[config.mk]
export PLATFORM = sky130hd
export DESIGN_NAME = axi_lite_arbiter
export DESIGN_NICKNAME = d
export VERILOG_FILES = /design/src/rtl/axi_lite_arbiter.sv
export SDC_FILE = /design/constraint.sdc
export NUM_CORES = 1
export LEC_CHECK = 0
export ABC_AREA = 1
export CAP_MARGIN = 20
export CORE_AREA = 2 2 167 169
export DETAILED_ROUTE_END_ITERATION = 10
export DIE_AREA = 0 0 169 171
export SYNTH_ARGS = -nofsm -noshare
export SYNTH_HDL_FRONTEND = slang
export SYNTH_SLANG_ARGS = --single-unit
[constraint.sdc]
create_clock -name clk -period 2.1 [get_ports clk]
set_clock_uncertainty 0.05 [all_clocks]
set_input_delay 0.42 -clock clk [delete_from_list [all_inputs] [get_ports clk]]
set_output_delay 0.42 -clock clk [all_outputs]
set_load 0.005 [all_outputs]
[src/rtl/axi_lite_arbiter.sv]
// AXI-Lite 2:1 arbiter: two masters share one slave, one transaction in flight,
// round-robin between masters on simultaneous requests.
module axi_lite_arbiter #(
  parameter bit READ_FIRST = 1'b1
) (
  input  logic        clk,
  input  logic        rstn,
  input  logic [31:0] m0_ARdata,
  input  logic [31:0] m1_ARdata,
  output logic [31:0] ARdata,
  input  logic        m0_ARvalid,
  input  logic        m1_ARvalid,
  output logic        ARvalid,
  output logic        m0_ARready,
  output logic        m1_ARready,
  input  logic        ARready,
  output logic [31:0] m0_Rdata,
  output logic [31:0] m1_Rdata,
  input  logic [31:0] Rdata,
  output logic        m0_Rvalid,
  output logic        m1_Rvalid,
  input  logic        Rvalid,
  input  logic        m0_Rready,
  input  logic        m1_Rready,
  output logic        Rready,
  input  logic [31:0] m0_AWdata,
  input  logic [31:0] m1_AWdata,
  output logic [31:0] AWdata,
  input  logic        m0_AWvalid,
  input  logic        m1_AWvalid,
  output logic        AWvalid,
  output logic        m0_AWready,
  output logic        m1_AWready,
  input  logic        AWready,
  input  logic [31:0] m0_Wdata,
  input  logic [31:0] m1_Wdata,
  input  logic [3:0]  m0_Wstrb,
  input  logic [3:0]  m1_Wstrb,
  output logic [31:0] Wdata,
  output logic [3:0]  Wstrb,
  input  logic        m0_Wvalid,
  input  logic        m1_Wvalid,
  output logic        Wvalid,
  output logic        m0_Wready,
  output logic        m1_Wready,
  input  logic        Wready,
  output logic        m0_Bvalid,
  output logic        m1_Bvalid,
  input  logic        Bvalid,
  input  logic        m0_Bready,
  input  logic        m1_Bready,
  output logic        Bready,
  output logic        gnt,
  output logic        busy
);

  typedef enum logic [1:0] {IDLE, READ, WRITE} state_e;

  state_e state_q, state_d;
  logic   gnt_q, gnt_d, last_q, last_d;
  logic   ar_done_q, ar_done_d, aw_done_q, aw_done_d, w_done_q, w_done_d;

  logic        own_arvalid, own_rready, own_awvalid, own_wvalid, own_bready;
  logic [31:0] own_ardata, own_awdata, own_wdata;
  logic [3:0]  own_wstrb;
  logic        ar_rdy, r_vld, aw_rdy, w_rdy, b_vld;
  logic [31:0] r_data;
  logic        req0, req1, win, win_ar, win_aw;

  always_comb begin
    own_arvalid = gnt_q ? m1_ARvalid : m0_ARvalid;
    own_ardata  = gnt_q ? m1_ARdata  : m0_ARdata;
    own_rready  = gnt_q ? m1_Rready  : m0_Rready;
    own_awvalid = gnt_q ? m1_AWvalid : m0_AWvalid;
    own_awdata  = gnt_q ? m1_AWdata  : m0_AWdata;
    own_wvalid  = gnt_q ? m1_Wvalid  : m0_Wvalid;
    own_wdata   = gnt_q ? m1_Wdata   : m0_Wdata;
    own_wstrb   = gnt_q ? m1_Wstrb   : m0_Wstrb;
    own_bready  = gnt_q ? m1_Bready  : m0_Bready;
  end

  // Slave-side outputs and the owner-side return path; everything is zero in IDLE.
  always_comb begin
    ARdata  = '0;
    ARvalid = 1'b0;
    Rready  = 1'b0;
    AWdata  = '0;
    AWvalid = 1'b0;
    Wdata   = '0;
    Wstrb   = '0;
    Wvalid  = 1'b0;
    Bready  = 1'b0;
    ar_rdy  = 1'b0;
    r_vld   = 1'b0;
    r_data  = '0;
    aw_rdy  = 1'b0;
    w_rdy   = 1'b0;
    b_vld   = 1'b0;
    unique case (state_q)
      READ: begin
        ARdata  = own_ardata;
        ARvalid = own_arvalid & ~ar_done_q;
        ar_rdy  = ARready & ~ar_done_q;
        r_vld   = Rvalid;
        r_data  = Rdata;
        Rready  = own_rready;
      end
      WRITE: begin
        AWdata  = own_awdata;
        AWvalid = own_awvalid & ~aw_done_q;
        aw_rdy  = AWready & ~aw_done_q;
        Wdata   = own_wdata;
        Wstrb   = own_wstrb;
        Wvalid  = own_wvalid & ~w_done_q;
        w_rdy   = Wready & ~w_done_q;
        // B is only meaningful once both address and data have been accepted
        b_vld   = Bvalid & aw_done_q & w_done_q;
        Bready  = own_bready & aw_done_q & w_done_q;
      end
      default: ;
    endcase
  end

  assign m0_ARready = ar_rdy & ~gnt_q;
  assign m1_ARready = ar_rdy &  gnt_q;
  assign m0_Rvalid  = r_vld  & ~gnt_q;
  assign m1_Rvalid  = r_vld  &  gnt_q;
  assign m0_Rdata   = gnt_q ? '0 : r_data;
  assign m1_Rdata   = gnt_q ? r_data : '0;
  assign m0_AWready = aw_rdy & ~gnt_q;
  assign m1_AWready = aw_rdy &  gnt_q;
  assign m0_Wready  = w_rdy  & ~gnt_q;
  assign m1_Wready  = w_rdy  &  gnt_q;
  assign m0_Bvalid  = b_vld  & ~gnt_q;
  assign m1_Bvalid  = b_vld  &  gnt_q;
  assign gnt        = gnt_q;
  assign busy       = (state_q != IDLE);

  always_comb begin
    state_d   = state_q;
    gnt_d     = gnt_q;
    last_d    = last_q;
    ar_done_d = ar_done_q;
    aw_done_d = aw_done_q;
    w_done_d  = w_done_q;
    req0      = m0_ARvalid | m0_AWvalid;
    req1      = m1_ARvalid | m1_AWvalid;
    win       = (req0 & req1) ? ~last_q : req1;
    win_ar    = win ? m1_ARvalid : m0_ARvalid;
    win_aw    = win ? m1_AWvalid : m0_AWvalid;
    unique case (state_q)
      IDLE: begin
        ar_done_d = 1'b0;
        aw_done_d = 1'b0;
        w_done_d  = 1'b0;
        if (req0 | req1) begin
          gnt_d   = win;
          state_d = (win_ar & (~win_aw | READ_FIRST)) ? READ : WRITE;
        end
      end
      READ: begin
        if (ARvalid & ARready) ar_done_d = 1'b1;
        if (Rvalid & Rready) begin
          state_d = IDLE;
          last_d  = gnt_q;
        end
      end
      WRITE: begin
        if (AWvalid & AWready) aw_done_d = 1'b1;
        if (Wvalid & Wready)   w_done_d  = 1'b1;
        if (Bvalid & Bready) begin
          state_d = IDLE;
          last_d  = gnt_q;
        end
      end
      default: state_d = IDLE;
    endcase
  end

  always_ff @(posedge clk) begin
    if (!rstn) begin
      state_q   <= IDLE;
      gnt_q     <= 1'b0;
      last_q    <= 1'b1;
      ar_done_q <= 1'b0;
      aw_done_q <= 1'b0;
      w_done_q  <= 1'b0;
    end else begin
      state_q   <= state_d;
      gnt_q     <= gnt_d;
      last_q    <= last_d;
      ar_done_q <= ar_done_d;
      aw_done_q <= aw_done_d;
      w_done_q  <= w_done_d;
    end
  end

endmodule

[Yosys cells after proc, flatten, opt, wreduce, memory -nomap -nowiden]
Index checks and enable logic that the tools add are counted.
Word-level totals
  bits in registers: 7
  input port bits: 249
  output and inout port bits: 181
  word-level logic and storage cells: 101
Cells by class
  eq/ne operators: 8
  muxes and demuxes: 42
  bitwise operators: 34
  reduce and logical (&&, ||, !) cells: 11
Operators by type and width (count)
  $mux 32: 9
  $and 1x1->1: 26
  $mux 1: 22
  $ne 2x2->1 const B: 6
  $mux 2: 4
  $mux 4: 2
  $pmux 1 s2: 4
  $reduce_and 2->1: 4
  $reduce_bool 2->1: 4
  $pmux 2 s3: 1
  $reduce_and 3->1: 2
  $not 1->1: 5
  $or 1x1->1: 3
  $eq 2x1->1 const B: 1
  $eq 2x2->1 const B: 1
  $logic_not 2->1: 1

[Longest topological paths before layout]
Gate-level depths: netlist (run 1).
  word-level depth: 7
  gate-level depth with buffers: 8
  depth with buffers taken out: 8

[Least setup slack after synthesis (run 1)]
No wires, ideal clock.
  kind: flip-flop to output port
  from: reg gnt_q (netlist: gnt)
  to: out ARdata[13]
  data arrival time: 1.049 ns
  required time: 1.630 ns
  path slack: 0.581 ns
  cell stages (with the launch flop): 5
  buffers on the path: 2
  path through: dfxtp_1 -> buf_4 -> clkbuf_1 -> nand2_1 -> a21oi_1
Between the ends
  longest elaborated chain between the ends: 2
Ends and longest elaborated chain
  from (decl): RTL line 60  | logic gnt_q, gnt_d, last_q, last_d;
  from (signal assigned): RTL line 190  | gnt_q <= gnt_d;
  $mux 32: RTL line 72  | own_ardata = gnt_q ? m1_ARdata : m0_ARdata;
  $mux 32: RTL line 99  | unique case (state_q)
  to (decl): RTL line 10  | output logic [31:0] ARdata,
No other way between the ends.

[Worst setup path after layout (run 1)]
  from: reg state_q[0]
  to: out ARdata[5]
Between the ends
  longest elaborated chain between the ends: 2
Ends and longest elaborated chain
  from (decl): RTL line 59  | state_e state_q, state_d;
  from (signal assigned): RTL line 189  | state_q <= state_d;
  $eq 2x1->1: RTL line 99
  $mux 32: RTL line 99
No other way between the ends.

==> results_dict.tcl, run 1 <==
set metrics [dict create \
    status "complete, but fails checks" \
    violations "setup timing" \
    layout-drive-gt1-share_pct 19.0 \
    arrival_ns 1.75 \
    die_area_um2 28900 \
    final.fill_count 3082 \
    ctsRootBufferMaster "clkbuf_16" \
    synth_fp_nets 793 \
    crit_fanout 19 \
    cts_hold_buf 0 \
    wl_per_cell_um 15.6 \
    vias 5355 \
    grt_pass1_vias 5091 \
    finalSetupViolations 2 \
    synth-adder-area-share_pct 0 \
    via_per_inst 3.90 \
    finalPower_uw 5110 \
    synth_compound_area_share_pct 22.3 \
    design_area_um2 8140 \
    hold_path_depth 2 \
    register_area_um2 145 \
    vdd_ir_drop_max_mv 0.341 \
    end_kind "output port" \
    netlist_area_um2 2490 \
    dpl.hpwl_um 15300 \
    grt_pass1_wl_um 28500 \
    synthCells 544 \
    cts.path.max_buffers 2 \
    criticalPathCategory "reg2out" \
    grt_util_all_layers_pct 12.5 \
    drt_first_pass_iters 4 \
    die_w_um 169 \
    synth_xor_area_share_pct 0 \
    core.rowCount 61 \
    synth_warnings 0 \
    power_leakage_uw 0.00425 \
    synth.avg_cell_area_um2 4.58 \
    drv_slew 0 \
    period_needed_ns 2.22 \
    rsz0062_at_grt "true" \
    core_area_um2 27300 \
    ant_nets 0 \
    fin_ws_ns -0.118 \
    die_y_um 171 \
    synthMuxAreaShare_pct 0 \
    ys_seq_elements 7 \
    areaGrowthSynthToFinish_pct 227 \
    required_ns 1.63 \
    grt_max_degree 37 \
    io_pins 430 \
    slew_headroom_pct 80.5 \
    clock_latency_ns 0.23 \
    cts_tree "done" \
    placedInstanceArea_um2 7670 \
    hp-class "reg2reg" \
    hold_viol_final 0 \
    start_util_pct 9.12 \
    numClockSinks 7 \
    synth_top_family_by_area "simple AND/OR/NAND/NOR gates" \
    tightest_slew_ns 0.290 \
    r2r_cells 12 \
    nets 1274 \
    wl_um 21400 \
    start_kind "flip-flop" \
    path_clk_slew_ns 0.04 \
    place.gp.congestion 0.785 \
    period_share_pct 106 \
    grt.overflow.total 0 \
    synth-simple-area-share_pct 54.4 \
    h-tree-depth 1 \
    seq_area_frac_synth_pct 5.63 \
    place.port_buffers 429 \
    antenna_found_initial 2 \
    synth_cell_types 19 \
    max_cap_viol_count 0 \
    multi_input_area_um2 2140 \
    pwr_density_cell_nw_per_um2 628 \
    setup-tns-final_ns -0.201 \
    drtIter0Drc 167 \
    drc 0 \
    cts_buffers 3 \
    fmax_mhz 451 \
]
-- state kept, by name, summed over array words and instances (netlist names) --
| register | cells |
|---|---|
| state_q | 2 |
| ar_done_q | 1 |
| aw_done_q | 1 |
| gnt | 1 |
| last_q | 1 |
| w_done_q | 1 |
-- cell usage after synthesis --
library cell | count | area share [%]
nor3_2 | 1 | 0.40
nor3_4 | 1 | 0.65
o21ai_0 | 2 | 0.40
nor3b_1 | 2 | 0.60
buf_4 | 9 | 2.7
buf_2 | 24 | 4.8
a21oi_1 | 107 | 21
clkbuf_1 | 14 | 2.1
nand2_1 | 231 | 35
nand3_1 | 8 | 1.6
nor2_1 | 15 | 2.3
o21ai_1 | 2 | 0.40
inv_1 | 46 | 6.9
nor2_2 | 1 | 0.25
buf_1 | 2 | 0.30
dfxtp_1 | 7 | 5.6
inv_2 | 2 | 0.30
buf_6 | 1 | 0.45
nor3_1 | 69 | 14
-- layout make-up --
class | count | area share (%)
clock buffers | 4 | 0.969
diodes | 2 | 0.0615
well taps | 346 | 5.32
multi-input cells | 439 | 26.3
repair buffers | 526 | 63.2
inverters | 48 | 2.40
flip-flops and latches | 7 | 1.78
-- stage by stage --
step	utilization, %	hold WS, ns	std cells	worst slack (ns)
after floorplan	-	0.375	544	0.581
after global placement	28.1	0.398	1340	-0.358
after detailed placement	28.1	0.405	1340	-0.364
after CTS	28.8	0.415	1354	-0.198
after global routing	29.8	0.448	1372	-0.196
final	29.8	0.413	1372	-0.118
-- power by group --
part	switching (uW)	internal (uW)
registers	45.7	171
logic	2140	2430
clock network	76.1	253
-- placed cells by master, fill, tap and decap left out, types with 12 or more instances in the layout --
master,count
clkdlybuf4s50_1,252
nand2_1,229
dlygate4sd2_1,107
a21oi_1,90
buf_4,69
nor3_1,53
inv_1,44
clkbuf_2,36
dlymetal6s2s_1,19
a21oi_2,15
nor3_2,14
buf_12,14
nor2_1,12
-- cell families (layout without fill, tap and decap cells) --
logic type,Yosys count,count (layout)
DFF,7,7
AOI/OAI and AO/OA,111,111
and+or+nand+nor,328,328
other,0,2
buffers and inverters,98,578
-- metal layers --
layer  wire length [um]  share of wire, %  track usage [%]
met5                  0                 0                0
met4                310               1.4             2.64
met3               1770               8.2             2.45
met2              10900                51             23.9
met1               8420                39             14.3
-- worst max-delay path, cell delays in order (launching register included) --
cell and delay (ns):
dfxtp_1 0.34, inv_2 0.06, nor2_4 0.11, inv_4 0.07, buf_8 0.17, a21oi_4 0.12
buf_4 0.12, clkdlybuf4s50_1 0.49
-- worst paths after layout --
path | slack, ns | startpoint | endpoint
worst max-delay path | -0.12 | state_q[0] | ARdata[5]
worst min-delay path | 0.41 | last_q | last_q
worst min register to register | 0.41 | last_q | last_q
worst max register to register | 0.45 | gnt | state_q[1]
-- what timing repair did --
action / in CTS / in global routing
setup endpoints to repair: 178 / 97
resized for setup: 196 / 150
pin swaps: 1 / 1
endpoints found under the hold margin: 0 / 0
buffers inserted: 5 / 12
cloned: 5 / 5
(Power assumes the default switching activity.)
==> run 2, diff against run 1 <==
--- a/config.mk
+++ b/config.mk
@@ -7,9 +7,9 @@
 export LEC_CHECK = 0
 export ABC_AREA = 1
 export CAP_MARGIN = 20
-export CORE_AREA = 2 2 167 169
+export CORE_AREA = 2 2 169 171
 export DETAILED_ROUTE_END_ITERATION = 10
-export DIE_AREA = 0 0 169 171
+export DIE_AREA = 0 0 171 173
 export SYNTH_ARGS = -nofsm -noshare
 export SYNTH_HDL_FRONTEND = slang
 export SYNTH_SLANG_ARGS = --single-unit
==> constraint.sdc (replaced) <==
create_clock -name clk -period 2.15 [get_ports clk]
set_clock_uncertainty 0.05 [all_clocks]
set_input_delay 0.43 -clock clk [delete_from_list [all_inputs] [get_ports clk]]
set_output_delay 0.43 -clock clk [all_outputs]
set_load 0.005 [all_outputs]
==> results_dict.tcl, run 2 (synthesis gave the netlist of run 1 again) <==
set metrics [dict create \
    status "complete, but fails checks" \
    violations "setup timing" \
    fmax_mhz 448 \
    wl_per_cell_um 15.7 \
    grt_util_all_layers_pct 13.1 \
    drt_first_pass_iters 4 \
    layout-drive-gt1-share_pct 14.4 \
    grt_pass1_wl_um 30200 \
    via_per_inst 3.88 \
    antenna_cells 0 \
    p_sw_share_pct 45.2 \
    worstHoldStart "w_done_q" \
    place.port_buffers 429 \
    period_needed_ns 2.23 \
    place.gp.congestion 0.833 \
    grt.overflow.total 0 \
    wl_um 21700 \
    die_area_um2 29600 \
    drv_slew 0 \
    grt_max_degree 50 \
    required_ns 1.67 \
    arrival_ns 1.75 \
    p_int_uw 2630 \
    vias 5345 \
    drc 0 \
    h-tree-depth 1 \
    regToRegStartpoint "gnt" \
    crit_fanout 25 \
    cts_buffers 3 \
    drtIter0Drc 191 \
    fin_ws_ns -0.0805 \
    finalPower_uw 4800 \
    largest_register_ff_count 2 \
    r2r-end "state_q[1]" \
    slew_headroom_pct 82.5 \
    start_kind "flip-flop" \
    die_y_um 173 \
    dpl.hpwl_um 15600 \
    final.fill_count 3127 \
    place_inst 1349 \
    numClockSinks 7 \
    p_comb_share_pct 88.5 \
    antenna_found_initial 0 \
    die_w_um 171 \
    hold_viol_final 0 \
    criticalPathCategory "reg2out" \
    top_register "state_q" \
    io_pins 430 \
    vdd_ir_drop_max_mv 0.296 \
    cts_hold_buf 0 \
    p_sw_uw 2170 \
    cts_tree "done" \
    cts.path.max_buffers 2 \
    period_share_pct 104 \
    rsz0062_at_grt "true" \
    core_area_um2 27600 \
    max_cap_viol_count 0 \
    setup-tns-final_ns -0.142 \
    clock_power_share_pct 6.8 \
    p_seq_share_pct 4.7 \
    path_clk_slew_ns 0.04 \
    hp-class "reg2reg" \
    tightest_slew_ns 0.262 \
    final_cells 1379 \
    ctsRootBufferMaster "clkbuf_16" \
    hold_path_depth 2 \
    end_kind "output port" \
    mostFrequentLayoutCells "clkdlybuf4s50_1, nand2_1, dlygate4sd2_1, a21oi_1, nor3_1" \
    core.rowCount 61 \
    r2r_cells 9 \
    ant_nets 0 \
    layout_commonest_cell "clkdlybuf4s50_1" \
    nets 1251 \
    pwr_density_cell_nw_per_um2 601 \
    start_util_pct 9.02 \
    holdPathEnd "w_done_q" \
    areaGrowthSynthToFinish_pct 221 \
    clock_latency_ns 0.24 \
    r2r_setup_slack_ns 0.57 \
    dp_slack_ns -0.205 \
    grt_pass1_vias 5314 \
    power_leakage_uw 0.00402 \
    finalSetupViolations 2 \
]
[run 2: changes by cell type in the layout (fill, tap and decap cells not counted), moves of 4 or more]
cell             before  now
clkbuf_16             8    4
clkdlybuf4s15_1       5   12
nor3_1               53   57
buf_4                69   47
buf_16                2   12
clkdlybuf4s15_2       0    4
dlymetal6s2s_1       19   10
buf_12               14    5
dlygate4sd2_1       107  130
clkbuf_2             36   17
[run 2: cell type report]
class	count	area [um^2]	share of cell area, %
timing repair inverter	1	8.76	0.110
inverter	48	204	2.55
multi-input combinational	439	2070	26.0
tap	378	473	5.92
clock buffer	4	78.8	0.987
sequential	7	146	1.83
timing repair buffer	502	5000	62.6
[run 2: routing by layer]
layer  part of all wire (%)  global-route usage [%]  up-vias
met4                   0.46                    1.24        0
met3                    8.2                    2.20        8
li1                       -                       -     2657
met2                     51                    25.2      258
met1                     41                    15.5     2422
met5                      0                       0        -
[run 2: worst max-delay path by stage]
| stage | start | to | slack [ns] |
|---|---|---|---|
| after floorplan | gnt | ARdata[13] | 0.62 |
| after global placement | ARready | m0_ARready | -0.22 |
| after detailed placement | m1_AWvalid | AWvalid | -0.20 |
| final | state_q[1] | AWdata[17] | -0.08 |
| after CTS | gnt | Bready | -0.17 |
| after global routing | gnt | AWdata[20] | -0.12 |
[run 2: through the flow]
stage	area [um^2]	hold WS, ns	utilization (%)
after floorplan	2490	0.375	-
final	7990	0.432	28.9
after CTS	7890	0.433	28.6
after detailed placement	7460	0.428	27.0
after global routing	7990	0.465	28.9
after global placement	7460	0.415	27.0
[run 2: power by group through the flow]
stage / clock, uW / sequential [uW] / combinational [uW]
2_1_floorplan: 0 / 184 / 1450
3_3_place_gp: 0 / 197 / 3820
3_5_place_dp: 0 / 199 / 3830
4_1_cts: 333 / 210 / 4150
5_1_grt: 338 / 227 / 4620
6_report: 326 / 223 / 4250
[run 2: timing repair]
| action | 4_1_cts | 5_1_grt |
|---|---|---|
| hold endpoints to repair | 0 | 0 |
| pin swaps | 0 | 2 |
| gates resized for setup | 246 | 67 |
| setup endpoints to repair | 178 | 76 |
| setup buffers | 10 | 5 |
| cloned | 10 | 1 |
[run 2: critical path, stage by stage, from the launching register on]
cell and delay [ns]:
dfxtp_2 0.42, nand2_8 0.08, buf_16 0.16, buf_4 0.16, a21oi_1 0.13, clkdlybuf4s50_1 0.53
